`src/rtl/hazard_stall_ctrl_if.sv`:
```
// Pipeline-facing signal bundle of the hazard/stall sequencer.
// The master is the pipeline side. The slave is the sequencer.
interface hazard_stall_ctrl_if;
    logic [31:0] id_instr;
    logic        ex_memread;
    logic [4:0]  ex_rd;
    logic        mem_branch_taken;
    logic        imem_ready;
    logic        pc_wren;
    logic        pc_sel_branch;
    logic        if_id_wren;
    logic        if_id_flush;
    logic        id_ex_bubble;
    logic        ex_mem_flush;
    logic        fetch_error;
    logic [15:0] stall_cycles;
    logic [1:0]  state;

    modport master (
        output id_instr, ex_memread, ex_rd, mem_branch_taken, imem_ready,
        input  pc_wren, pc_sel_branch, if_id_wren, if_id_flush, id_ex_bubble,
               ex_mem_flush, fetch_error, stall_cycles, state
    );

    modport slave (
        input  id_instr, ex_memread, ex_rd, mem_branch_taken, imem_ready,
        output pc_wren, pc_sel_branch, if_id_wren, if_id_flush, id_ex_bubble,
               ex_mem_flush, fetch_error, stall_cycles, state
    );
endinterface

```
`src/rtl/hazard_stall_ctrl.sv`:
```
// Central sequencer for the 5-stage core.
// It issues PC and pipeline-register enables and flushes for load-use, taken-branch and fetch-wait events.
module hazard_stall_ctrl #(
    parameter int BR_PENALTY   = 1,
    parameter int IMEM_TIMEOUT = 64
) (
    input logic clock,
    input logic reset,
    hazard_stall_ctrl_if.slave bus
);
    localparam logic [1:0]  RUN       = 2'd0;
    localparam logic [1:0]  FLUSH     = 2'd1;
    localparam logic [1:0]  IMEM_WAIT = 2'd2;
    localparam logic [3:0]  PENALTY   = 4'(BR_PENALTY);
    localparam logic [15:0] TIMEOUT   = 16'(IMEM_TIMEOUT);

    function automatic logic [15:0] sat_inc(input logic [15:0] value, input logic [15:0] limit);
        return (value >= limit) ? limit : value + 16'd1;
    endfunction

    logic [1:0]  state_q, state_d;
    logic [3:0]  flush_cnt_q, flush_cnt_d;
    logic [15:0] wait_cnt_q, wait_cnt_d;
    logic        fetch_error_q, fetch_error_d;
    logic [15:0] stall_q;
    logic        rt_is_src, hz;
    logic        pc_wren, pc_sel_branch, if_id_wren, if_id_flush, id_ex_bubble, ex_mem_flush;

    // Rt is only read as a source by stores and compare-and-branch.
    always_comb begin
        rt_is_src = (bus.id_instr[31:21] == 11'h7C0) || (bus.id_instr[31:24] == 8'hB4);
        hz = bus.ex_memread && (bus.ex_rd != 5'd31) &&
             ((bus.ex_rd == bus.id_instr[9:5]) ||
              (bus.ex_rd == bus.id_instr[20:16]) ||
              (rt_is_src && (bus.ex_rd == bus.id_instr[4:0])));
    end

    always_comb begin
        pc_wren       = 1'b1;
        pc_sel_branch = 1'b0;
        if_id_wren    = 1'b1;
        if_id_flush   = 1'b0;
        id_ex_bubble  = 1'b0;
        ex_mem_flush  = 1'b0;
        state_d       = state_q;
        flush_cnt_d   = flush_cnt_q;
        wait_cnt_d    = wait_cnt_q;
        fetch_error_d = fetch_error_q;
        if (reset) begin
            pc_wren      = 1'b0;
            if_id_wren   = 1'b0;
            if_id_flush  = 1'b1;
            id_ex_bubble = 1'b1;
            ex_mem_flush = 1'b1;
        end else if (bus.mem_branch_taken) begin
            pc_sel_branch = 1'b1;
            if_id_flush   = 1'b1;
            id_ex_bubble  = 1'b1;
            ex_mem_flush  = 1'b1;
            state_d       = (PENALTY == 4'd0) ? RUN : FLUSH;
            flush_cnt_d   = PENALTY;
            wait_cnt_d    = 16'd0;
        end else if (state_q == FLUSH) begin
            // IF/ID holds a NOP while the redirected fetch is outstanding, so load-use cannot occur.
            pc_wren     = bus.imem_ready;
            if_id_flush = 1'b1;
            if (bus.imem_ready) begin
                flush_cnt_d = flush_cnt_q - 4'd1;
                if (flush_cnt_q <= 4'd1) begin
                    flush_cnt_d = 4'd0;
                    state_d     = RUN;
                end
            end
        end else if (hz) begin
            pc_wren      = 1'b0;
            if_id_wren   = 1'b0;
            id_ex_bubble = 1'b1;
            state_d      = (state_q == IMEM_WAIT) ? IMEM_WAIT : RUN;
        end else if (!bus.imem_ready) begin
            pc_wren     = 1'b0;
            if_id_flush = 1'b1;
            state_d     = IMEM_WAIT;
            wait_cnt_d  = (state_q == IMEM_WAIT) ? sat_inc(wait_cnt_q, TIMEOUT) : 16'd1;
            if (wait_cnt_d >= TIMEOUT) begin
                fetch_error_d = 1'b1;
            end
        end else begin
            state_d    = RUN;
            wait_cnt_d = 16'd0;
        end
    end

    always_ff @(posedge clock) begin
        if (reset) begin
            state_q       <= RUN;
            flush_cnt_q   <= 4'd0;
            wait_cnt_q    <= 16'd0;
            fetch_error_q <= 1'b0;
            stall_q       <= 16'd0;
        end else begin
            state_q       <= state_d;
            flush_cnt_q   <= flush_cnt_d;
            wait_cnt_q    <= wait_cnt_d;
            fetch_error_q <= fetch_error_d;
            if (!pc_wren) begin
                stall_q <= sat_inc(stall_q, 16'hFFFF);
            end
        end
    end

    assign bus.pc_wren       = pc_wren;
    assign bus.pc_sel_branch = pc_sel_branch;
    assign bus.if_id_wren    = if_id_wren;
    assign bus.if_id_flush   = if_id_flush;
    assign bus.id_ex_bubble  = id_ex_bubble;
    assign bus.ex_mem_flush  = ex_mem_flush;
    assign bus.fetch_error   = fetch_error_q;
    assign bus.stall_cycles  = stall_q;
    assign bus.state         = state_q;
endmodule

```
`src/flat_wrapper.sv`:
```
// flat-port wrapper written by rule: the top's interface ports become plain ports
module hazard_stall_ctrl_flat 
#(
    parameter int BR_PENALTY   = 1,
    parameter int IMEM_TIMEOUT = 64
)
  (clock, reset, bus_id_instr, bus_ex_memread, bus_ex_rd, bus_mem_branch_taken, bus_imem_ready, bus_pc_wren, bus_pc_sel_branch, bus_if_id_wren, bus_if_id_flush, bus_id_ex_bubble, bus_ex_mem_flush, bus_fetch_error, bus_stall_cycles, bus_state);
  hazard_stall_ctrl_if bus_i ();
  input logic clock;
  input logic reset;
  input wire logic [$bits(bus_i.id_instr)-1:0] bus_id_instr;
  input wire logic [$bits(bus_i.ex_memread)-1:0] bus_ex_memread;
  input wire logic [$bits(bus_i.ex_rd)-1:0] bus_ex_rd;
  input wire logic [$bits(bus_i.mem_branch_taken)-1:0] bus_mem_branch_taken;
  input wire logic [$bits(bus_i.imem_ready)-1:0] bus_imem_ready;
  output wire logic [$bits(bus_i.pc_wren)-1:0] bus_pc_wren;
  output wire logic [$bits(bus_i.pc_sel_branch)-1:0] bus_pc_sel_branch;
  output wire logic [$bits(bus_i.if_id_wren)-1:0] bus_if_id_wren;
  output wire logic [$bits(bus_i.if_id_flush)-1:0] bus_if_id_flush;
  output wire logic [$bits(bus_i.id_ex_bubble)-1:0] bus_id_ex_bubble;
  output wire logic [$bits(bus_i.ex_mem_flush)-1:0] bus_ex_mem_flush;
  output wire logic [$bits(bus_i.fetch_error)-1:0] bus_fetch_error;
  output wire logic [$bits(bus_i.stall_cycles)-1:0] bus_stall_cycles;
  output wire logic [$bits(bus_i.state)-1:0] bus_state;
  assign bus_i.id_instr = bus_id_instr;
  assign bus_i.ex_memread = bus_ex_memread;
  assign bus_i.ex_rd = bus_ex_rd;
  assign bus_i.mem_branch_taken = bus_mem_branch_taken;
  assign bus_i.imem_ready = bus_imem_ready;
  assign bus_pc_wren = bus_i.pc_wren;
  assign bus_pc_sel_branch = bus_i.pc_sel_branch;
  assign bus_if_id_wren = bus_i.if_id_wren;
  assign bus_if_id_flush = bus_i.if_id_flush;
  assign bus_id_ex_bubble = bus_i.id_ex_bubble;
  assign bus_ex_mem_flush = bus_i.ex_mem_flush;
  assign bus_fetch_error = bus_i.fetch_error;
  assign bus_stall_cycles = bus_i.stall_cycles;
  assign bus_state = bus_i.state;
  hazard_stall_ctrl #(.BR_PENALTY(BR_PENALTY), .IMEM_TIMEOUT(IMEM_TIMEOUT)) u_core (.clock(clock), .reset(reset), .bus(bus_i));
endmodule
```
`config.mk`:
```
export PLATFORM = sky130hd
export DESIGN_NAME = hazard_stall_ctrl_flat
export DESIGN_NICKNAME = d
export VERILOG_FILES = /design/src/rtl/hazard_stall_ctrl_if.sv /design/src/rtl/hazard_stall_ctrl.sv /design/src/flat_wrapper.sv
export SDC_FILE = /design/constraint.sdc
export NUM_CORES = 1
export LEC_CHECK = 0
export BUFFER_PORTS_ARGS = -buffer_cell sky130_fd_sc_hd__buf_4
export CAP_MARGIN = 40
export CORE_ASPECT_RATIO = 0.75
export CORE_MARGIN = 1.5
export CORE_UTILIZATION = 35
export CTS_CLUSTER_SIZE = 25
export DETAILED_ROUTE_END_ITERATION = 10
export GPL_ROUTABILITY_DRIVEN = 0
export GPL_TIMING_DRIVEN = 0
export PLACE_DENSITY = 0.67
export SETUP_SLACK_MARGIN = 0.05
export SYNTH_ARGS = -nofsm -noshare
export SYNTH_HDL_FRONTEND = slang
export SYNTH_SLANG_ARGS = --single-unit
```
`constraint.sdc`:
```
create_clock -name clock -period 3.45 [get_ports clock]
set_input_delay 0.1725 -clock clock [delete_from_list [all_inputs] [get_ports clock]]
set_output_delay 0.1725 -clock clock [all_outputs]
set_load 0.05 [all_outputs]
```
; ---- Yosys cells after proc, flatten, opt, wreduce, memory -nomap -nowiden
; Index checks and enable logic that the tools add are counted.
[totals]
in_bits = 42
register_bits = 39
out_inout_bits = 25
word_cells = 81
[classes]
order_cmp = 4
addsub = 3
reduce_logical = 15
n_bitwise = 4
muxes = 36
n_eq_ne = 12
[ops]
columns = op, n
row1 = $mux W16, 4
row2 = $add A16 B1 Y16 const B, 2
row3 = $ge A16 B7 Y1 const B, 2
row4 = $mux W1, 25
row5 = $ge A16 B16 Y1 const B, 1
row6 = $eq A5 B5 Y1, 3
row7 = $mux W2, 6
row8 = $eq A11 B11 Y1 const B, 1
row9 = $reduce_and A2 Y1, 5
row10 = $eq A8 B8 Y1 const B, 1
row11 = $ne A3 B3 Y1 const B, 2
row12 = $ne A5 B5 Y1 const B, 1
row13 = $reduce_and A5 Y1, 1
row14 = $le A4 B1 Y1 const B, 1
row15 = $mux W4, 1
row16 = $ne A2 B2 Y1 const B, 2
row17 = $not A1 Y1, 4
row18 = $reduce_bool A2 Y1, 2
row19 = $sub A4 B1 Y4 const B, 1
row20 = $logic_and A1 B1 Y1, 3
row21 = $logic_or A1 B1 Y1, 3
row22 = $eq A2 B1 Y1 const B, 1
row23 = $eq A2 B2 Y1 const B, 1
row24 = $reduce_or A2 Y1, 1

; ---- Depth between registers and ports, before layout
[depth]
ltp_word = 9
mapped_depth = 8
depth_no_buf = 7

; ---- Worst setup path after synthesis
; OpenSTA, ideal clock, no wires.
[synth_path]
path_type = input -> output
start = in bus_id_instr[24]
end = out bus_id_ex_bubble
required_time_ps = 3277
path_buffers = 0
cell_stages = 5
arrival_time_ps = 2306
slack_ps = 971
path_cell_list = nor4bb_1 -> nand4_1 -> nor3_1 -> o21ai_1 -> o21ai_0
[synth_between]
elab_chain_cells = 9
elab_cells_between_ends = 10
cone_classes = eq/ne: 2 / mux: 4 / reduce/logical: 4
[synth_rtl]
columns = item, line_no
row1 = start: declaration, flat_wrapper.sv:11  ; input wire logic [$bits(bus_i.id_instr)-1:0] bus_id_instr;
row2 = $eq A11 B11 Y1 / $eq A8 B8 Y1 (equally long branches), hazard_stall_ctrl.sv:31  ; rt_is_src = (bus.id_instr[31:21] == 11'h7C0) || (bus.id_instr[31:24] == 8'hB4);
row3 = $logic_or A1 B1 Y1 *, hazard_stall_ctrl.sv:31
row4 = $logic_and A1 B1 Y1 *, hazard_stall_ctrl.sv:35  ; (rt_is_src && (bus.ex_rd == bus.id_instr[4:0])));
row5 = $logic_or A1 B1 Y1 *, hazard_stall_ctrl.sv:34  ; (bus.ex_rd == bus.id_instr[20:16]) ||
row6 = $logic_and A1 B1 Y1 *, hazard_stall_ctrl.sv:32  ; hz = bus.ex_memread && (bus.ex_rd != 5'd31) &&
row7 = $mux W1 *, hazard_stall_ctrl.sv:74  ; end else if (hz) begin
row8 = $mux W1 *, hazard_stall_ctrl.sv:63  ; end else if (state_q == FLUSH) begin
row9 = $mux W1 *, hazard_stall_ctrl.sv:55  ; end else if (bus.mem_branch_taken) begin
row10 = $mux W1 *, hazard_stall_ctrl.sv:49  ; if (reset) begin
row11 = end: declaration, flat_wrapper.sv:20  ; output wire logic [$bits(bus_i.id_ex_bubble)-1:0] bus_id_ex_bubble;
; Mark *: on every way between the ends. The rest lies on a longest branch, timed or not.

; ---- Worst setup path in the final report
[layout_path]
start = in bus_id_instr[24]
end = out bus_if_id_flush
[layout_between]
elab_chain_cells = 9
elab_cells_between_ends = 10
cone_classes = eq/ne: 2 / mux: 4 / reduce/logical: 4
[layout_rtl]
columns = item, line_no
row1 = $eq A11 B11 Y1 / $eq A8 B8 Y1 (equally long branches), hazard_stall_ctrl.sv:31
row2 = $logic_or A1 B1 Y1 *, hazard_stall_ctrl.sv:31
row3 = $logic_and A1 B1 Y1 *, hazard_stall_ctrl.sv:35
row4 = $logic_or A1 B1 Y1 *, hazard_stall_ctrl.sv:34
row5 = $logic_and A1 B1 Y1 *, hazard_stall_ctrl.sv:32
row6 = $mux W1 *, hazard_stall_ctrl.sv:74
row7 = $mux W1 *, hazard_stall_ctrl.sv:63
row8 = $mux W1 *, hazard_stall_ctrl.sv:55
row9 = $mux W1 *, hazard_stall_ctrl.sv:49
row10 = end: declaration, flat_wrapper.sv:19  ; output wire logic [$bits(bus_i.if_id_flush)-1:0] bus_if_id_flush;
; Marks and branches as above.

==> metrics.log <==
INFO  metric ys_seq_elements = 39
INFO  metric synth_enable_flop_cells = 0
INFO  metric first_global_vias = 2235
INFO  metric clock_tree_from_tritoncts = done
INFO  metric htreeDepth = 2
INFO  metric layout.cells.most_common = sky130_fd_sc_hd__buf_4
INFO  metric final-seq-area = 780.7 um^2
INFO  metric routed_wire_length_per_instance = 14.85 um
INFO  metric min_to = u_core.bus.state[0]
INFO  metric async_flop_share = 0%
INFO  metric placed_cell_area = 0.002888 mm^2
INFO  metric totalNegativeSetupSlack = 0 ns
INFO  metric setup.reg_to_reg.worst_slack = 1.25 ns
INFO  metric post_synth_instance_area = 0.002343 mm^2
INFO  metric clk_latency = 0.29 ns
INFO  metric status = finished, final reports clean
INFO  metric hold_violations = 0
INFO  metric grt_first_pass_wirelength = 10.84 mm
INFO  metric drt-pass1-iter-count = 5
INFO  metric p_leak = 1.130 nW
INFO  metric buffer_type_at_the_clock_tree_root = sky130_fd_sc_hd__clkbuf_8
INFO  metric yosys-mux-area-fraction = 0%
INFO  metric hold_class = in2reg
INFO  metric floorplan.initialDensity = 36.73%
INFO  metric grt_antenna_before_repair = 0
INFO  metric ys.flop_type = sky130_fd_sc_hd__dfxtp_1
INFO  metric critPathLaunch = bus_id_instr[24]
INFO  metric synth.yosys.seq_area_share = 33.32%
INFO  metric chipHeight = 73.87 um
INFO  metric cts_hold_buf = 0
INFO  metric synthCells = 301
INFO  metric final_design_area_no_fill = 0.003005 mm^2
INFO  metric min_from = bus_mem_branch_taken
INFO  metric postSynthAreaPerCell = 7.786 um^2
INFO  metric standard_cell_rows = 25
INFO  metric route.detailed.drc = 0
INFO  metric globalRouteTotalUtil = 18.48%
INFO  metric multiInputGateArea = 0.001455 mm^2
INFO  metric timing.critical_path.required = 3.28 ns
INFO  metric synth_top_family_by_area = simple AND/OR/NAND/NOR gates
INFO  metric coreArea = 0.006381 mm^2
INFO  metric port_buffers = 59
INFO  metric whs_path_depth = 3
INFO  metric worst_skew = 0.005627 ns
INFO  metric layout.filler_cells = 660
INFO  metric timing.critical_path.fanout_max = 10
INFO  metric boundaryPins = 67
INFO  metric final_layout_size_suffix_gt1_share = 21.74%
INFO  metric r2r_cells = 6
INFO  metric crit_path_capture_type = output port
INFO  metric detailed_place_hpwl = 5.055 mm
INFO  metric grt_max_degree = 13
INFO  metric setup.worst_path.start_class = input port
INFO  metric irDropWorstVdd = 0.1797 mV
INFO  metric total_vias_in_the_final_route = 2493
INFO  metric vias_per_cell = 5.552
INFO  metric syn_nets = 348
INFO  metric worst_r2r_startpoint = u_core.bus.stall_cycles[3]
INFO  metric synth.distinct_cells = 52
INFO  metric overflow = 0
INFO  metric numCtsBuffers = 5
INFO  metric headroom_to_the_max_slew_limit = 43.30%
INFO  metric yosys-top-cells-area = sky130_fd_sc_hd__dfxtp_1 (33%), sky130_fd_sc_hd__xnor2_1 (5.6%), sky130_fd_sc_hd__nand3_1 (5.3%), sky130_fd_sc_hd__nand2_1 (4.2%), sky130_fd_sc_hd__a21oi_1 (3.8%)
INFO  metric cts_setup_buffers = 0
INFO  metric r2r-end = u_core.bus.stall_cycles[13]
INFO  metric max_slew.worst_pin.slew = 0.8440 ns
INFO  metric layout_worst_path_cycle_share = 70.15%
INFO  metric synth_fa_ha_area_share = 2.670%
INFO  metric drt-initial-drc-count = 256
INFO  metric criticalPathCategory = in2out
INFO  metric floorplan.die_area = 0.007201 mm^2
INFO  metric synth.top_cell.area_share = 33.32%
INFO  metric routed_wirelength = 6.669 mm
INFO  metric setup_ws = 1.030 ns
INFO  metric finish.net_count = 414
INFO  metric layout-area-overhead-vs-synth = 28.24%
INFO  metric clk_pin_slew = 0.07 ns
INFO  metric antenna_cells_inserted = 0
INFO  metric period_needed = 2.420 ns
INFO  metric clock_tree.buffer_depth = 2
INFO  metric final_max_slew_viol_count = 0
INFO  metric leading_cell_types_in_the_layout_fill_and_taps_excluded = sky130_fd_sc_hd__buf_4 (59), sky130_fd_sc_hd__dfxtp_1 (39), sky130_fd_sc_hd__nand2_1 (26)
INFO  metric max_cap_viol_count = 0
INFO  metric preCtsSetupSlack = 1.062 ns
INFO  metric post-synth-top-area-cell = sky130_fd_sc_hd__dfxtp_1
INFO  metric cts-resized-gates = 0
INFO  metric detail-route-antenna-nets = 0
INFO  metric worst-endpoint-arrival = 2.25 ns
INFO  metric yosysWarningCount = 0
INFO  metric synth-simple-area-share = 30.11%
INFO  metric finalSetupViolCount = 0
INFO  metric dieWidth = 97.49 um
INFO  metric setup_repair_after_global_routing_missed_its_margin = false
INFO  metric synth_compound_area_share = 23.71%
INFO  metric power.density = 349.3 mW/mm^2
INFO  metric cts_sinks = 39
INFO  metric synthXorXnorAreaFrac = 5.606%
INFO  metric max_freq = 413.2 MHz
==> routing by layer <==
layer | GRT usage (%) | share of wire (%) | vias up
li1 | - | - | 1256
met1 | 26.63 | 50 | 1107
met2 | 27.85 | 41 | 123
met3 | 4.472 | 8.3 | 7
met4 | 4.286 | 0.78 | 0
met5 | 0 | 0 | -
==> state kept, by name (all words and copies together), names as in the netlist <==
name / count
u_core.wait_cnt_q: 16
u_core.bus.state: 2
u_core.bus.fetch_error: 1
u_core.flush_cnt_q: 4
u_core.bus.stall_cycles: 16
==> layout make-up <==
| cell class | instances | area share (%) |
|---|---|---|
| flip-flops and latches | 39 | 25.98 |
| well taps | 81 | 3.372 |
| multi-input cells | 236 | 48.42 |
| plain buffers | 13 | 1.957 |
| clock inverters | 2 | 1.166 |
| clock buffers | 6 | 2.748 |
| inverters | 13 | 1.624 |
| repair buffers | 59 | 14.74 |
==> synth_stat cells, types with 2 or more instances <==
master and count:
sky130_fd_sc_hd__or4_1 2, sky130_fd_sc_hd__a21oi_1 18, sky130_fd_sc_hd__nor4_1 5, sky130_fd_sc_hd__nor3b_1 2
sky130_fd_sc_hd__o21ai_0 14, sky130_fd_sc_hd__o211ai_1 7, sky130_fd_sc_hd__ha_1 5, sky130_fd_sc_hd__inv_1 13
sky130_fd_sc_hd__a211o_1 3, sky130_fd_sc_hd__and3_1 13, sky130_fd_sc_hd__nor3_1 14, sky130_fd_sc_hd__nand2b_1 3
sky130_fd_sc_hd__nand4_1 9, sky130_fd_sc_hd__and2_1 2, sky130_fd_sc_hd__xnor2_1 15, sky130_fd_sc_hd__buf_2 2
sky130_fd_sc_hd__clkbuf_1 9, sky130_fd_sc_hd__a31oi_1 5, sky130_fd_sc_hd__nor2b_1 4, sky130_fd_sc_hd__nand3_1 25
sky130_fd_sc_hd__o2111ai_1 4, sky130_fd_sc_hd__a211oi_1 6, sky130_fd_sc_hd__o21a_1 2, sky130_fd_sc_hd__nand2_1 26
sky130_fd_sc_hd__or2_2 2, sky130_fd_sc_hd__or3_1 3, sky130_fd_sc_hd__nor2_1 23, sky130_fd_sc_hd__dfxtp_1 39
sky130_fd_sc_hd__o221a_2 3
==> per-stage QoR <==
step | hold slack [ns] | total power [mW] | instances | utilization [%]
2_1_floorplan | 0.4529 | 0.5880 | 301 | -
6_report | 0.3510 | 1.050 | 449 | 47.10
4_1_cts | 0.3490 | 1.061 | 449 | 47.10
3_5_place_dp | 0.4705 | 0.6637 | 441 | 45.25
3_3_place_gp | 0.4667 | 0.6603 | 441 | 45.25
5_1_grt | 0.3758 | 1.098 | 449 | 47.10
==> critical path, stage by stage <==
cell and delay [ns]:
sky130_fd_sc_hd__buf_4 0.11, sky130_fd_sc_hd__nor4bb_1 0.27, sky130_fd_sc_hd__nand4_1 0.17, sky130_fd_sc_hd__or3_1 0.36
sky130_fd_sc_hd__buf_2 0.17, sky130_fd_sc_hd__a21oi_1 0.62, sky130_fd_sc_hd__o211ai_1 0.16, sky130_fd_sc_hd__buf_4 0.22
==> kinds of logic (layout without fill, tap and decap cells) <==
group / Yosys count / after routing
compound gates: 79 / 79
xor+xnor: 15 / 15
fa+ha+maj: 5 / 5
buf+inv: 26 / 93
flops: 39 / 39
simple gates: 137 / 137
==> worst max path at each step <==
| stage | to | slack, ns | cells past startpoint |
|---|---|---|---|
| 6_report | bus_if_id_flush | 1.03 | 8 |
| 5_1_grt | bus_if_id_flush | 0.82 | 8 |
| 4_1_cts | bus_if_id_flush | 1.05 | 8 |
| 3_5_place_dp | bus_if_id_flush | 1.06 | 8 |
| 3_3_place_gp | bus_if_id_flush | 1.05 | 8 |
| 2_1_floorplan | bus_id_ex_bubble | 0.97 | 5 |
==> where the power goes <==
part | total (mW) | switching, mW | internal [mW]
clock | 0.395 | 0.161 | 0.234
sequential | 0.469 | 0.0114 | 0.457
combinational | 0.186 | 0.113 | 0.0731
No activity file was read; power rests on OpenSTA's default activity.
